$ cat config.mk
export PLATFORM = sky130hd
export DESIGN_NAME = fetch_queue
export DESIGN_NICKNAME = d
export VERILOG_FILES = /design/src/rtl/fetch_queue_pkg.sv /design/src/rtl/fetch_fifo.sv /design/src/rtl/fetch_queue.sv
export SDC_FILE = /design/constraint.sdc
export NUM_CORES = 1
export LEC_CHECK = 0
export ABC_AREA = 1
export CORE_MARGIN = 2
export CORE_UTILIZATION = 50
export DETAILED_ROUTE_END_ITERATION = 8
export PLACE_DENSITY = 0.7
export SYNTH_ARGS = -nofsm -noshare
export SYNTH_HDL_FRONTEND = slang
export SYNTH_HIERARCHICAL = 1
export SYNTH_SLANG_ARGS = --single-unit
$ cat constraint.sdc
create_clock -name clock -period 5.05 [get_ports clock]
set_input_delay 1.01 -clock clock [delete_from_list [all_inputs] [get_ports clock]]
set_output_delay 1.01 -clock clock [all_outputs]
set_load 0.03 [all_outputs]
$ cat src/rtl/fetch_queue_pkg.sv
// Shared fetch-stage types and constants, plus the codebase-wide defines
// (BASE_ADDRESS, NOP_INST, MEM_READ, MEM_WIDTH_W) used by the fetch front end.
`ifndef BASE_ADDRESS
`define BASE_ADDRESS 32'h0000_0000
`endif
`ifndef NOP_INST
`define NOP_INST 32'h0000_0000
`endif
`ifndef MEM_READ
`define MEM_READ 1'b0
`endif
`ifndef MEM_WIDTH_W
`define MEM_WIDTH_W 2'b10
`endif

package fetch_queue_pkg;

  typedef struct packed {
    logic [31:0] pc;
    logic [31:0] inst;
  } fetch_entry_t;

  localparam logic [31:0] NopInst = `NOP_INST;

  function automatic logic [31:0] word_align(input logic [31:0] addr);
    return {addr[31:2], 2'b00};
  endfunction

endpackage

$ cat src/rtl/fetch_fifo.sv
// Small circular FIFO of {pc, inst} entries with push/pop/flush and an occupancy count.
module fetch_fifo
  import fetch_queue_pkg::*;
#(
  parameter int unsigned DEPTH = 4,
  localparam int unsigned CW = $clog2(DEPTH + 1)
) (
  input  logic          clock,
  input  logic          reset,
  input  logic          push,
  input  fetch_entry_t  push_entry,
  input  logic          pop,
  input  logic          flush,
  output fetch_entry_t  head,
  output logic [CW-1:0] count,
  output logic          full,
  output logic          empty
);

  localparam int unsigned PW = (DEPTH > 1) ? $clog2(DEPTH) : 1;

  fetch_entry_t mem [DEPTH];
  logic [PW-1:0] rd_ptr;
  logic [PW-1:0] wr_ptr;
  logic          do_pop;

  function automatic logic [PW-1:0] ptr_inc(input logic [PW-1:0] p);
    return (p == PW'(DEPTH - 1)) ? '0 : p + PW'(1);
  endfunction

  assign empty  = (count == '0);
  assign full   = (count == CW'(DEPTH));
  assign do_pop = pop && !empty;
  assign head   = mem[rd_ptr];

  always_ff @(posedge clock or posedge reset) begin
    if (reset) begin
      rd_ptr <= '0;
      wr_ptr <= '0;
      count  <= '0;
    end else if (flush) begin
      rd_ptr <= '0;
      wr_ptr <= '0;
      count  <= '0;
    end else begin
      if (push) wr_ptr <= ptr_inc(wr_ptr);
      if (do_pop) rd_ptr <= ptr_inc(rd_ptr);
      count <= count + CW'(push) - CW'(do_pop);
    end
  end

  // Payload storage needs no reset; count/pointers gate its visibility.
  always_ff @(posedge clock) begin
    if (push && !flush) mem[wr_ptr] <= push_entry;
  end

  // The issue rule reserves a slot for every in-flight word.
  assert property (@(posedge clock) disable iff (reset) !(push && full));

endmodule

$ cat src/rtl/fetch_queue.sv
// Fetch front end: streams sequential PCs to imem and queues (pc, inst) pairs for decode.
// Optional FETCH_STATS_EN adds stat_fetched / stat_flushed counters.
`ifndef BASE_ADDRESS
`define BASE_ADDRESS 32'h0000_0000
`endif

module fetch_queue
  import fetch_queue_pkg::*;
#(
  parameter int unsigned DEPTH    = 4,
  parameter logic [31:0] RESET_PC = `BASE_ADDRESS
) (
  input  logic        clock,
  input  logic        reset,
  input  logic        redirect_valid,
  input  logic [31:0] redirect_pc,
  output logic        imem_req,
  output logic [31:0] imem_addr,
  input  logic [31:0] imem_data,
  output logic        dec_valid,
  input  logic        dec_ready,
  output logic [31:0] dec_pc,
  output logic [31:0] dec_inst
`ifdef FETCH_STATS_EN
  ,
  output logic [31:0] stat_fetched,
  output logic [31:0] stat_flushed
`endif
);

  localparam int unsigned CW = $clog2(DEPTH + 1);

  logic [31:0]   fetch_pc;
  logic [31:0]   inflight_pc;
  logic          inflight;
  logic          kill;
  logic [CW-1:0] count;
  logic          full;
  logic          empty;
  logic          push;
  logic          pop;
  fetch_entry_t  head;
  fetch_entry_t  push_entry;

  // Issue only when the FIFO can absorb every word already requested.
  assign imem_req  = !reset && !redirect_valid && !full &&
                     ((int'(count) + int'(inflight)) < int'(DEPTH));
  assign imem_addr = fetch_pc;

  assign push       = inflight && !kill && !redirect_valid;
  assign push_entry = '{pc: inflight_pc, inst: imem_data};
  assign pop        = dec_valid && dec_ready;

  assign dec_valid = !empty;
  assign dec_pc    = dec_valid ? head.pc : 32'h0000_0000;
  assign dec_inst  = dec_valid ? head.inst : NopInst;

  fetch_fifo #(
    .DEPTH (DEPTH)
  ) u_fifo (
    .clock      (clock),
    .reset      (reset),
    .push       (push),
    .push_entry (push_entry),
    .pop        (pop),
    .flush      (redirect_valid),
    .head       (head),
    .count      (count),
    .full       (full),
    .empty      (empty)
  );

  always_ff @(posedge clock or posedge reset) begin
    if (reset) begin
      fetch_pc    <= word_align(RESET_PC);
      inflight_pc <= '0;
      inflight    <= 1'b0;
      kill        <= 1'b0;
    end else begin
      inflight <= imem_req;
      kill     <= redirect_valid;
      if (redirect_valid) begin
        fetch_pc <= word_align(redirect_pc);
      end else if (imem_req) begin
        inflight_pc <= fetch_pc;
        fetch_pc    <= fetch_pc + 32'd4;
      end
    end
  end

`ifdef FETCH_STATS_EN
  logic [31:0] flush_drop;

  // A head popped in the redirect cycle was consumed, not discarded.
  assign flush_drop = 32'(count) - 32'(pop) + 32'(inflight && !kill);

  always_ff @(posedge clock or posedge reset) begin
    if (reset) begin
      stat_fetched <= '0;
      stat_flushed <= '0;
    end else begin
      if (push) stat_fetched <= stat_fetched + 32'd1;
      if (redirect_valid) stat_flushed <= stat_flushed + flush_drop;
    end
  end
`endif

endmodule
==> run summary, run 1 <==
The run finished with clean final reports. The number of buffers created by CTS came out at 34. The arrival time of the worst setup path is 3.11 ns. The slew of the pin with the lowest slew margin is 1.10 ns.

The total met2 wirelength after detailed routing came out at 13.6 mm. In the final layout, the share of cells above drive strength 1 is 0.0660. Post-CTS timing repair inserted 0 buffers for setup.

The routability congestion estimate came out at 0.816. The first-pass GRT wire length is 46.5 mm. The initial DRC count came out at 634. The remaining number of nets flagged by the antenna check after routing is 0. The number of setup violations in the final report is 0. The Yosys step of the flow raised 6 warnings. Setup repair after global routing left no endpoint under its margin.

The initial antenna violation count is 0. The cell chosen for the clock root is sky130_fd_sc_hd__clkbuf_16. In the routed design, unresolved DRC markers number 0.

Hold is met by 0.519 ns. In this run the critical register-to-register path is launched from u_fifo/count[1]. The detailed-routing iteration count for the pre-antenna-repair pass is 5. After synthesis the netlist holds a flip-flop and latch count of 325.

The mean cell area of the mapped netlist came out at 10.3 um2. The peak ir drop on the vdd network came out at 0.000188 V. The average wire per standard cell is 14.7 um. Measured along the x axis, the die boundary spans 174 um. The worst register-to-register path ends at u_fifo/count[1]. The clock skew is 0.0183 ns.

Clock tree synthesis found a total of 325 sinks. The path depth of the worst reg2reg path is 12. The fraction of the core area covered by cells at the end of the flow is 0.611. Pin placement for this block handled 166 I/O pins. The initial core utilization is 0.508.

The non-filler instance count after layout is 1975. The final-stage net count is 1643. The maximum number of pins on one net before global-route repair is 105. The floorplan die height came out at 174 um. TritonCTS built the clock tree. The number of cells on the worst hold path came out at 0.

The netlist area before placement is 14500 um2. In the layout the commonest cells are sky130_fd_sc_hd__nand2_1, sky130_fd_sc_hd__edfxtp_1, sky130_fd_sc_hd__inv_1. Of the synthesized area, sequential elements account for 0.648.

The routed length on met1 is 13.4 mm. The total count of hold-check failures in the final report was 0. The finished layout cell area is 17500 um2. The share of synthesized area in the top cell type comes to 0.529.

The count of buffers added on input and output ports is 161. The synthesized design spends more area on one cell type than any other, namely sky130_fd_sc_hd__edfxtp_1. The total via count after detailed routing came out at 9744. In this run the top signal layer used is met4. The cell area power density came out at 343 nW/um2.

The post-CTS resize count is 0. The timing-limited maximum frequency came out at 243 MHz. The antenna cell count is 0. Wires add up to 29.1 mm.

In the synthesized netlist, the number of instances is 1409. The end point of the most critical hold path is u_fifo/mem[1][40]. Row generation in the floorplan step produced 62 rows. The count of distinct cell types in the synthesized netlist is 35. After detailed placement, the total cell area comes to 16400 um2. The maximum clock path buffer count is 3.

The met3 routed wirelength came out at 1.75 mm. The area enclosed by the die boundary is 30400 um2. The time the final worst path needs with I/O delays and setup came out at 4.12 ns. Along the worst path, the maximum fanout reaches 104. The aggregate negative setup slack is 0 ns.

The path type of the worst min-delay path is register to register. The worst hold path begins at inflight_pc[8]. The final worst-path cycle share came out at 0.815. The library cell used most frequently in the layout, excluding fill and tap cells, is sky130_fd_sc_hd__nand2_1.

Fill cells in the final layout number 2332. The required time at the worst-slack endpoint is 4.04 ns. The post-detailed-route via-to-cell ratio came out at 4.93.

The static leakage came out at 6.96 nW. The total core area came out at 28600 um2. The total congestion overflow after global routing is 0.

The worst setup path is of the register to output port kind. The H-tree was split into 2 levels. The worst relative slew slack is 0.264.

The setup slack of the most critical reg-to-reg path is 2.24 ns. The clock edge transition at the registers on the reported setup and hold paths came out at 0.06 ns. The max-slew violation count is 0. From synthesis to final layout, the design area changed by 20.4%. The via count of the first global-routing pass came out at 9220. The total global routing track utilization came out at 0.191. The clock latency on the worst-skew pair came out at 0.50 ns. The placed cell count came out at 1914. The post-cts hold buffer count came out at 0.

The worst setup path is launched from a register. By area the synthesized netlist is led by sky130_fd_sc_hd__edfxtp_1, sky130_fd_sc_hd__dfrtp_1, sky130_fd_sc_hd__nand2_1. The max-cap check violation count is 0.

The half-perimeter wire length after detailed placement came out at 18.1 mm. The endpoint kind of the worst setup timing path is an output port.
[how the worst max path moves through the flow]
stage / endpoint / cells after the start / slack, ns / startpoint
floorplan: u_fifo/mem[0][0] / 6 / 0.28 / redirect_valid
global placement: dec_pc[23] / 6 / 1.44 / u_fifo/rd_ptr[0]
detailed placement: dec_pc[23] / 6 / 1.42 / u_fifo/rd_ptr[0]
CTS: dec_pc[23] / 6 / 0.89 / u_fifo/rd_ptr[0]
global route: dec_pc[23] / 6 / 0.72 / u_fifo/rd_ptr[0]
finish: dec_inst[18] / 6 / 0.93 / u_fifo/rd_ptr[0]
[report_power, final]
group / total [mW] / internal (mW) / switching (mW)
clock network: 2.34 / 1.37 / 0.971
logic: 0.522 / 0.208 / 0.314
registers: 3.14 / 3.02 / 0.117
[state kept, by name, indices dropped and copies added (netlist names)]
name	count
imem_addr	30
inflight	1
inflight_pc	30
kill	1
u_fifo/count	3
u_fifo/mem	256
u_fifo/rd_ptr	2
u_fifo/wr_ptr	2
[area by class of cell]
class	count	area, um2	share of cell area
well taps	384	480	0.0275
repair buffers	179	1790	0.103
clock buffers	42	932	0.0533
flip-flops and latches	325	9420	0.539
clock inverters	19	126	0.00722
multi-input cells	769	3770	0.216
inverters	257	965	0.0552
[cells in the mapped netlist]
| cell type | instances |
|---|---|
| sky130_fd_sc_hd__a21oi_1 | 64 |
| sky130_fd_sc_hd__a22oi_1 | 1 |
| sky130_fd_sc_hd__and2_1 | 2 |
| sky130_fd_sc_hd__buf_2 | 25 |
| sky130_fd_sc_hd__buf_4 | 4 |
| sky130_fd_sc_hd__buf_6 | 19 |
| sky130_fd_sc_hd__clkbuf_1 | 14 |
| sky130_fd_sc_hd__clkbuf_2 | 5 |
| sky130_fd_sc_hd__conb_1 | 1 |
| sky130_fd_sc_hd__dfrtp_1 | 69 |
| sky130_fd_sc_hd__edfxtp_1 | 256 |
| sky130_fd_sc_hd__fa_1 | 1 |
| sky130_fd_sc_hd__ha_1 | 8 |
| sky130_fd_sc_hd__inv_1 | 257 |
| sky130_fd_sc_hd__nand2_1 | 261 |
| sky130_fd_sc_hd__nand2_2 | 1 |
| sky130_fd_sc_hd__nand3_1 | 36 |
| sky130_fd_sc_hd__nand3_2 | 1 |
| sky130_fd_sc_hd__nand3_4 | 2 |
| sky130_fd_sc_hd__nand3b_1 | 7 |
| sky130_fd_sc_hd__nand4_1 | 10 |
| sky130_fd_sc_hd__nor2_1 | 176 |
| sky130_fd_sc_hd__nor2_2 | 2 |
| sky130_fd_sc_hd__nor2_4 | 2 |
| sky130_fd_sc_hd__nor2_8 | 1 |
| sky130_fd_sc_hd__nor3_1 | 4 |
| sky130_fd_sc_hd__nor3_2 | 1 |
| sky130_fd_sc_hd__o211ai_1 | 52 |
| sky130_fd_sc_hd__o211ai_2 | 16 |
| sky130_fd_sc_hd__o21ai_0 | 72 |
| sky130_fd_sc_hd__o21ai_1 | 31 |
| sky130_fd_sc_hd__o21bai_1 | 2 |
| sky130_fd_sc_hd__o31ai_1 | 1 |
| sky130_fd_sc_hd__xnor2_1 | 1 |
| sky130_fd_sc_hd__xor2_1 | 4 |
[worst max-delay path, cell delays in order (launching register included)]
cell,delay (ns)
sky130_fd_sc_hd__dfrtp_4,1.02
sky130_fd_sc_hd__buf_12,0.43
sky130_fd_sc_hd__o211ai_1,0.16
sky130_fd_sc_hd__nand2_1,0.10
sky130_fd_sc_hd__inv_1,0.04
sky130_fd_sc_hd__nor2_1,0.14
sky130_fd_sc_hd__clkdlybuf4s50_1,0.69
[cell families (layout without fill, tap and decap cells)]
| kind of cell | after synthesis | in the layout | synth area share |
|---|---|---|---|
| AOI/OAI and AO/OA | 239 | 239 | 0.100 |
| xor gates and xnor gates | 5 | 5 | 0.00301 |
| adders and majority gates | 9 | 9 | 0.00826 |
| buffers and inverters | 324 | 497 | 0.0971 |
| DFF | 325 | 325 | 0.648 |
| other | 1 | 10 | 0.000258 |
| and+or+nand+nor | 506 | 506 | 0.143 |
[routing by layer]
| layer | track usage | up-vias |
|---|---|---|
| met5 | 0 | - |
| met3 | 0.0302 | 33 |
| li1 | - | 4904 |
| met1 | 0.268 | 4496 |
| met2 | 0.317 | 311 |
| met4 | 0.0431 | 0 |
[through the flow]
stage                     worst slack (ns)  total power, mW
after floorplan                      0.280             3.45
after global routing                 0.720             6.22
after CTS                            0.893             6.06
final                                0.932             5.99
after global placement                1.44             3.70
after detailed placement              1.42             3.71
Power figures use the tool's default switching activity.
==> inputs of run 2 (changes only) <==
Clock period 5.05 ns to 3.9 ns, I/O delays scaled along.
==> run 2 against run 1 <==
Hold slack improved by 0.00087 ns. Via count increased by 1.9%. Setup slack got worse by 0.73 ns. Clock skew decreased by 0.0067 ns. Total power increased by 39%. Clock power increased by 53%. Design area increased by 1.7%. Flip-flop and latch count unchanged. Cell count increased by 0.41%.
==> run summary, run 2 (same netlist as run 1, synthesis figures left out) <==
The number of clock sinks is 325 (unchanged). The total count of hold-check failures in the final report is 0 (unchanged). The worst hold path belongs to the class register to register. The number of top-level design ports came out at 166 (unchanged). The final-stage net count is 1650 (+0.43%). The detailed-routing iteration count for the pre-antenna-repair pass came out at 5 (unchanged). The H-tree depth came out at 2 (unchanged).

The peak ir drop on the vdd network is 0.000294 V (+56%). The static leakage was 7.11 nW (+2.1%). The worst setup slack after placement came out at 0.663 ns (-0.761 ns). The maximum clock path buffer count came out at 3 (unchanged). The critical path's largest stage delay came to 0.84 ns (-0.18 ns). The required time at the worst-slack endpoint is 3.12 ns (-0.92 ns). The final routed DRC violation total came out at 0 (unchanged). The footprint of the flip-flops and latches is 9420 um2 (unchanged). The post-detailed-route via-to-cell ratio came out at 5.01 (+1.5%). The total via count after detailed routing came to 9928 (+1.9%). The filler cell count came out at 2270 (-2.7%).

The cell area power density came to 467 nW/um2 (+36%). The antenna cell count is 0 (unchanged). Relative to the synthesized area, the layout overhead comes to 22.5%. The first-pass GRT wire length came out at 48.0 mm (+3.2%).

The area enclosed by the die boundary was 30400 um2 (unchanged). The worst setup path category is register to output port. The final worst-path cycle share is 0.949.

The routability congestion estimate is 0.837 (+2.6%). The finished layout cell area came out at 17800 um2 (+1.7%). The post-layout worst setup margin came out at 0.198 ns (-0.734 ns). The total cell area at the placement stage came out at 16500 um2 (+0.43%). The flip-flop count of the largest register, all copies and words added is 256 (unchanged). For this design, the slowest cell found on the critical path is sky130_fd_sc_hd__dfrtp_4. The initial DRC count came to 591 (-6.8%). The max-cap check violation count came to 0 (unchanged). The arrival time of the worst setup path came out at 2.92 ns (-0.19 ns). The total core area came out at 28600 um2 (unchanged). The number of buffers created by CTS is 34 (unchanged). The sum of buffers and inverters on the critical path is 3 (unchanged). The die outline width is 174 um (unchanged). The remaining number of nets flagged by the antenna check after routing is 0 (unchanged). The initial core utilization is 0.508 (unchanged). The count of input and output buffers is 161 (unchanged). The flow ran to the end, and the final reports show no timing, DRC or antenna violations. The clock skew came out at 0.0117 ns (-0.00669 ns). The number of rows created at floorplan came to 62 (unchanged). The initial antenna violation count is 0 (unchanged).

The slew of the pin with the lowest slew margin is 0.640 ns (-0.463 ns). Traced cell by cell, the critical path runs through buf_12 -> o211ai_1 -> nand2_1 -> inv_1 -> nor2_1 -> clkdlybuf4s50_1. The library cell used most frequently in the layout, excluding fill and tap cells, is sky130_fd_sc_hd__nand2_1. In the layout the commonest cells are sky130_fd_sc_hd__nand2_1, sky130_fd_sc_hd__edfxtp_1, sky130_fd_sc_hd__inv_1. Clock tree synthesis selected as its root buffer the cell sky130_fd_sc_hd__clkbuf_16. The worst setup path is captured at an output port. The post-cts hold buffer count is 0 (unchanged).

The footprint of the multi-input gates came out at 3770 um2 (unchanged). The max-slew violation count is 0 (unchanged). The timing-limited maximum frequency is 270 MHz. The total global routing track utilization is 0.197 (+0.00584). The aggregate negative setup slack is 0 ns (unchanged).

The layout cell share with drive strength beyond 1 is 0.0719 (+0.00592). The total congestion overflow after global routing was 0 (unchanged). The clock edge transition at the registers on the reported setup and hold paths is 0.06 ns (about the same).

The total detailed-routing wirelength was 30.0 mm (+3.2%). The maximum number of pins on one net before global-route repair came to 93 (-11%). The startpoint type of the worst setup path is a register. Setup repair after global routing left no endpoint under its margin. The minimum hold slack came out at 0.520 ns (+0.000870 ns). The non-filler instance count after layout came out at 1983 (+0.41%). The worst relative slew slack came out at 0.573 (+0.310). The clock latency on the worst-skew pair came out at 0.50 ns (about the same). The placed cell count is 1920 (+0.31%). The maximum fanout along the worst path came out at 92 (-12%). The number of setup violations in the final report is 0 (unchanged). The floorplan die height came out at 174 um (unchanged). The via count of the first global-routing pass came to 9586 (+4.0%).

The average wire per standard cell is 15.2 um (+2.8%). The half-perimeter wire length after detailed placement is 18.4 mm (+1.7%). The cell type group with the largest total delay on the critical path is buffers and inverters. TritonCTS built the clock tree. The time the final worst path needs with I/O delays and setup came out at 3.70 ns. Ranked by flip-flop count, first place goes to u_fifo/mem.
## run 2: changes by cell type in the layout (fill, tap and decap cells not counted)
cell                         delta
sky130_fd_sc_hd__bufinv_16      +7
sky130_fd_sc_hd__buf_4          +4
sky130_fd_sc_hd__buf_12         +3
sky130_fd_sc_hd__clkbuf_16      +3
sky130_fd_sc_hd__clkbuf_8       -2
sky130_fd_sc_hd__clkinv_1       -2
sky130_fd_sc_hd__clkinv_2       -2
sky130_fd_sc_hd__clkinv_4       -1
sky130_fd_sc_hd__clkinvlp_4     -1
sky130_fd_sc_hd__inv_6          -1
## run 2: timing repair
action | in CTS | in global routing
gates resized for setup | 0 | 0
buffers inserted | 0 | 1
endpoints found under the setup margin | 0 | 2
## run 2: cell type report
class                           count  area share
Clock buffer                       43      0.0550
Sequential cell                   325       0.529
Inverter                          257      0.0542
Timing Repair Buffer              186       0.106
Multi-Input combinational cell    769       0.212
Clock inverter                     19      0.0165
Tap cell                          384      0.0270
## run 2: worst register-to-register path, delay by kind of cell (launching register included)
family	cells	cell delay (ns)
AND/OR/NAND/NOR	7	0.76
flip-flops	1	0.44
buffers and inverters	4	0.51
adder cells (fa/ha/maj)	3	0.77
## run 2: final timing paths
check                            startpoint                 to  slack (ns)  cells after the start
hold reg to reg             inflight_pc[14]  u_fifo/mem[2][46]        0.52                      0
hold / removal              inflight_pc[14]  u_fifo/mem[2][46]        0.52                      0
setup reg to reg            u_fifo/count[1]    u_fifo/count[2]        1.36                     14
setup / recovery           u_fifo/rd_ptr[0]       dec_inst[14]        0.20                      6
max in group asynchronous             reset     inflight_pc[2]        2.26                      3
min in group asynchronous             reset    inflight_pc[29]        0.72                      2
## run 2: metrics by stage
stage	utilization	total power [mW]
3_5_place_dp	0.577	4.81
6_report	0.622	8.32
3_3_place_gp	0.577	4.79
5_1_grt	0.622	8.62
2_1_floorplan	-	4.47
4_1_cts	0.621	8.40
## run 2: power by group
part	internal, mW	switching (mW)
sequential	3.91	0.152
combinational	0.271	0.408
clock	2.31	1.27
total	6.49	1.83
## run 2: per-layer routing
layer  share of wire  GRT usage  wire [um]  vias up
met5               0          0          0        -
met4           0.018     0.0576        533        0
met3           0.047     0.0289       1410       41
met2            0.47      0.320      14100      261
met1            0.47      0.278      14000     4695
li1                -          -          -     4931
==> inputs of run 3 (changes only) <==
Settings changed: CORE_MARGIN 2 to not set, PLACE_DENSITY 0.7 to 0.71, SYNTH_HIERARCHICAL 1 to not set.
==> run 3 against run 2 <==
The run now ends with design-rule violations left. Register-to-register slack better by 0.42 ns. Critical endpoint is now dec_inst[9]. Largest power group unchanged. First-iteration DRC count up 4.6%. Design area down 5.2%. Flip-flop and latch count down 8. Hold slack about the same. Utilization up 2.2 points.
==> run summary, run 3 <==
The flow ran to the end, but the final reports show violations. The checks that failed: design-rule violations. STA classifies the critical path endpoint as an output port. The cell that appears most often on the critical path is sky130_fd_sc_hd__nor2_1. The timing-limited maximum frequency came to 288 MHz (+6.5%). The combinational fraction of design power came out at 0.356 (+0.274). The number of clock sinks came out at 317 (-2.5%).

The sum of buffers and inverters on the critical path came out at 2 (-1). The final-stage net count is 1510 (-8.5%). The number of flops mapped to enable cells by yosys came out at 248 (-3.1%).

The total count of hold-check failures in the final report came out at 0 (unchanged). The flip-flop count of the largest register, all copies and words added came out at 248 (-3.1%). Setup repair after global routing left no endpoint under its margin. The via count of the first global-routing pass is 8939 (-6.7%).

The number of top-level design ports came out at 166 (unchanged). The clock network fraction of design power came out at 0.268 (-0.162). The worst setup path is launched from a register. The critical path goes through buf_4 -> nor2_1 -> nor2_1 -> o21ai_0 -> a21oi_1 -> clkdlybuf4s50_1. The total global routing track utilization came out at 0.215 (+0.0181). The max-cap check violation count is 0 (unchanged). The final worst-path cycle share came out at 0.891 (-0.0581). The synthesis-to-layout area growth is 25.7%. Grouping stages by cell kind, the critical path spends the most delay in buffers and inverters.

The internal cell power is 7.73 mW (+19%). The cell chosen for the clock root is sky130_fd_sc_hd__clkbuf_16. The static leakage is 6.37 nW (-10%).

The buffers inserted during post-CTS setup optimization is 0 (unchanged). In the layout the commonest cells are sky130_fd_sc_hd__nor2_1, sky130_fd_sc_hd__edfxtp_1, sky130_fd_sc_hd__nand2_1. The first-pass GRT wire length is 46.5 mm (-3.1%). The time the final worst path needs with I/O delays and setup is 3.47 ns (-0.227 ns). The most used flip-flop cell after synthesis is sky130_fd_sc_hd__edfxtp_1.

The total detailed-routing wirelength came out at 29.1 mm (-3.2%). The switching power total was 4.06 mW (+120%). The worst setup slack after placement came out at 0.926 ns (+0.263 ns). The fraction of the core area covered by cells at the end of the flow came to 0.644 (+0.0222). The post-cts hold buffer count came out at 0 (unchanged). The largest register by flop count is u_fifo.mem. The number of rows created at floorplan came out at 59 (-4.8%). The clock edge transition at the registers on the reported setup and hold paths came out at 0.06 ns (about the same). The routability congestion estimate came out at 0.868 (+3.7%). The biggest area contributor in the post-synthesis netlist is sky130_fd_sc_hd__edfxtp_1. The maximum clock path buffer count was 3 (unchanged). The critical path's largest stage delay was 0.68 ns (-0.16 ns). The async set-reset flop share out of synthesis came out at 0.218 (+0.00536).

The number of setup violations in the final report came out at 0 (unchanged). The arrival time of the worst setup path is 2.69 ns (-0.23 ns). The total via count after detailed routing came out at 9416 (-5.2%). After synthesis, the most frequently instantiated cells are sky130_fd_sc_hd__nor2_1, sky130_fd_sc_hd__edfxtp_1, sky130_fd_sc_hd__nand2_1. By area the synthesized netlist is led by sky130_fd_sc_hd__edfxtp_1, sky130_fd_sc_hd__dfrtp_1, sky130_fd_sc_hd__nor2_1. The slowest cell on the critical path is sky130_fd_sc_hd__clkdlybuf4s50_1.

The clock tree from TritonCTS is done. The netlist area before placement is 13400 um2 (-7.6%). The clock skew was 0.0103 ns (-0.00139 ns). The flip-flop and latch count after synthesis came to 317 (-2.5%).

The slew of the pin with the lowest slew margin came out at 0.715 ns (+0.0752 ns). The remaining number of nets flagged by the antenna check after routing came out at 0 (unchanged). The peak ir drop on the vdd network was 0.000334 V (+14%). The layout cell share with drive strength beyond 1 is 0.0907 (+0.0187). The initial antenna violation count is 0 (unchanged).

The initial DRC count came to 618 (+4.6%). The die outline width is 166 um (-4.9%). The net switching fraction of the power is 0.344 (+0.124).

The Yosys warning count came out at 0 (-6). The gate count after technology mapping is 1279 (-9.2%). The fraction of the yosys area taken by sequential cells is 0.683 (+0.0356).

The antenna cell count is 0 (unchanged). The floorplan die height is 166 um (-4.9%). The cell with the most instances after synthesis is sky130_fd_sc_hd__nor2_1.

The maximum fanout along the worst path came out at 52 (-43%). The post-layout worst setup margin came out at 0.425 ns (+0.227 ns). The post-CTS resize count is 0 (unchanged).

The total congestion overflow after global routing came to 0 (unchanged). The required time at the worst-slack endpoint was 3.12 ns (about the same). The H-tree depth is 2 (unchanged). The maximum number of pins on one net before global-route repair is 73 (-22%). The area enclosed by the die boundary came out at 27500 um2 (-9.7%). The max-slew violation count is 0 (unchanged).

The half-perimeter wire length after detailed placement is 17.4 mm (-5.6%). The number of buffers created by CTS is 34 (unchanged). The total core area came out at 26200 um2 (-8.4%).

The initial core utilization came out at 0.512 (+0.00456). The final routed DRC violation total came out at 15 (+15). The clock latency on the worst-skew pair is 0.50 ns (about the same).

The count of distinct cell types in the synthesized netlist was 27 (-23%). The mean cell area of the mapped netlist is 10.5 um2 (+1.8%). The worst relative slew slack is 0.522 (-0.0508). The post-detailed-route via-to-cell ratio came out at 5.26 (+5.0%). The average wire per standard cell is 16.2 um (+7.2%).

The tightest min-delay check is of the register to register type. The detailed-routing iteration count for the pre-antenna-repair pass is 7 (+2). The share of power burned in registers came out at 0.376 (-0.112).

The cell area power density came out at 699 nW/um2 (+49%). The portion of synthesized cell area occupied by the leading cell type is 0.555 (+0.0258). The count of input and output buffers is 159 (-1.2%). The critical path in this run is classified as register to output port. Leaving out fill and tap cells, the most frequent cell in the layout is sky130_fd_sc_hd__nor2_1.
run 3: changes by cell type after synthesis, moves of 15 or more:
| cell | delta |
|---|---|
| sky130_fd_sc_hd__clkbuf_1 | +19 |
| sky130_fd_sc_hd__nand2_1 | -65 |
| sky130_fd_sc_hd__o211ai_2 | -16 |
| sky130_fd_sc_hd__inv_1 | -194 |
| sky130_fd_sc_hd__nand3_1 | +40 |
| sky130_fd_sc_hd__o211ai_1 | -52 |
| sky130_fd_sc_hd__nor2_1 | +109 |
| sky130_fd_sc_hd__buf_6 | -19 |
| sky130_fd_sc_hd__o21ai_0 | +78 |
| sky130_fd_sc_hd__o21ai_1 | -15 |
run 3: power by group through the flow:
stage,Clock (mW),Combinational [mW],Sequential [mW]
floorplan,0,2.17,4.48
global placement,0,4.17,4.48
detailed placement,0,4.22,4.49
CTS,3.20,4.24,4.43
global route,3.35,4.52,4.48
finish,3.16,4.20,4.43
run 3: metrics by stage:
stage	std cells	TNS, ns	power (mW)	hold WS [ns]	area (um2)
2_1_floorplan	1282	-142.62	6.66	0.476	13400
3_3_place_gp	1732	0	8.65	0.496	15800
3_5_place_dp	1732	0	8.71	0.503	15800
4_1_cts	1791	0	11.9	0.517	16900
5_1_grt	1791	0	12.3	0.533	16900
6_report	1791	0	11.8	0.520	16900
run 3: cells by family after synthesis:
logic type | Yosys count | share of synthesized area
and+or+nand+nor | 581 | 0.178
DFF | 317 | 0.683
AOI/OAI and AO/OA | 233 | 0.0869
buffers and inverters | 138 | 0.0429
adders and majority gates | 9 | 0.00895
other | 1 | 0.000279
run 3: path summary, 6_finish.rpt:
path | startpoint | endpoint | slack (ns) | cells after the start
worst min-delay path | inflight_pc[16] | u_fifo.mem[3][48] | 0.52 | 0
worst min register to register | inflight_pc[16] | u_fifo.mem[3][48] | 0.52 | 0
worst max register to register | u_fifo.count[1] | u_fifo.count[2] | 1.78 | 11
worst max-delay path | u_fifo.rd_ptr[0] | dec_inst[9] | 0.43 | 6
min in group asynchronous | reset | u_fifo.rd_ptr[0] | 0.76 | 2
max in group asynchronous | reset | inflight_pc[21] | 2.49 | 3
run 3: final cells by class:
class | count | area (um2)
Tap cell | 335 | 419
Sequential cell | 317 | 9180
Multi-Input combinational cell | 827 | 3720
Inverter | 72 | 270
Fill cell | 1977 | 9330
Clock inverter | 12 | 138
Timing Repair Buffer | 181 | 2180
Clock buffer | 47 | 973
run 3: routing by layer:
| layer | global-route usage | wire, um | up-vias |
|---|---|---|---|
| met5 | 0 | 0 | - |
| met4 | 0.0695 | 708 | 0 |
| met3 | 0.0324 | 2030 | 48 |
| met1 | 0.289 | 12400 | 4417 |
| met2 | 0.361 | 13900 | 329 |
| li1 | - | - | 4622 |
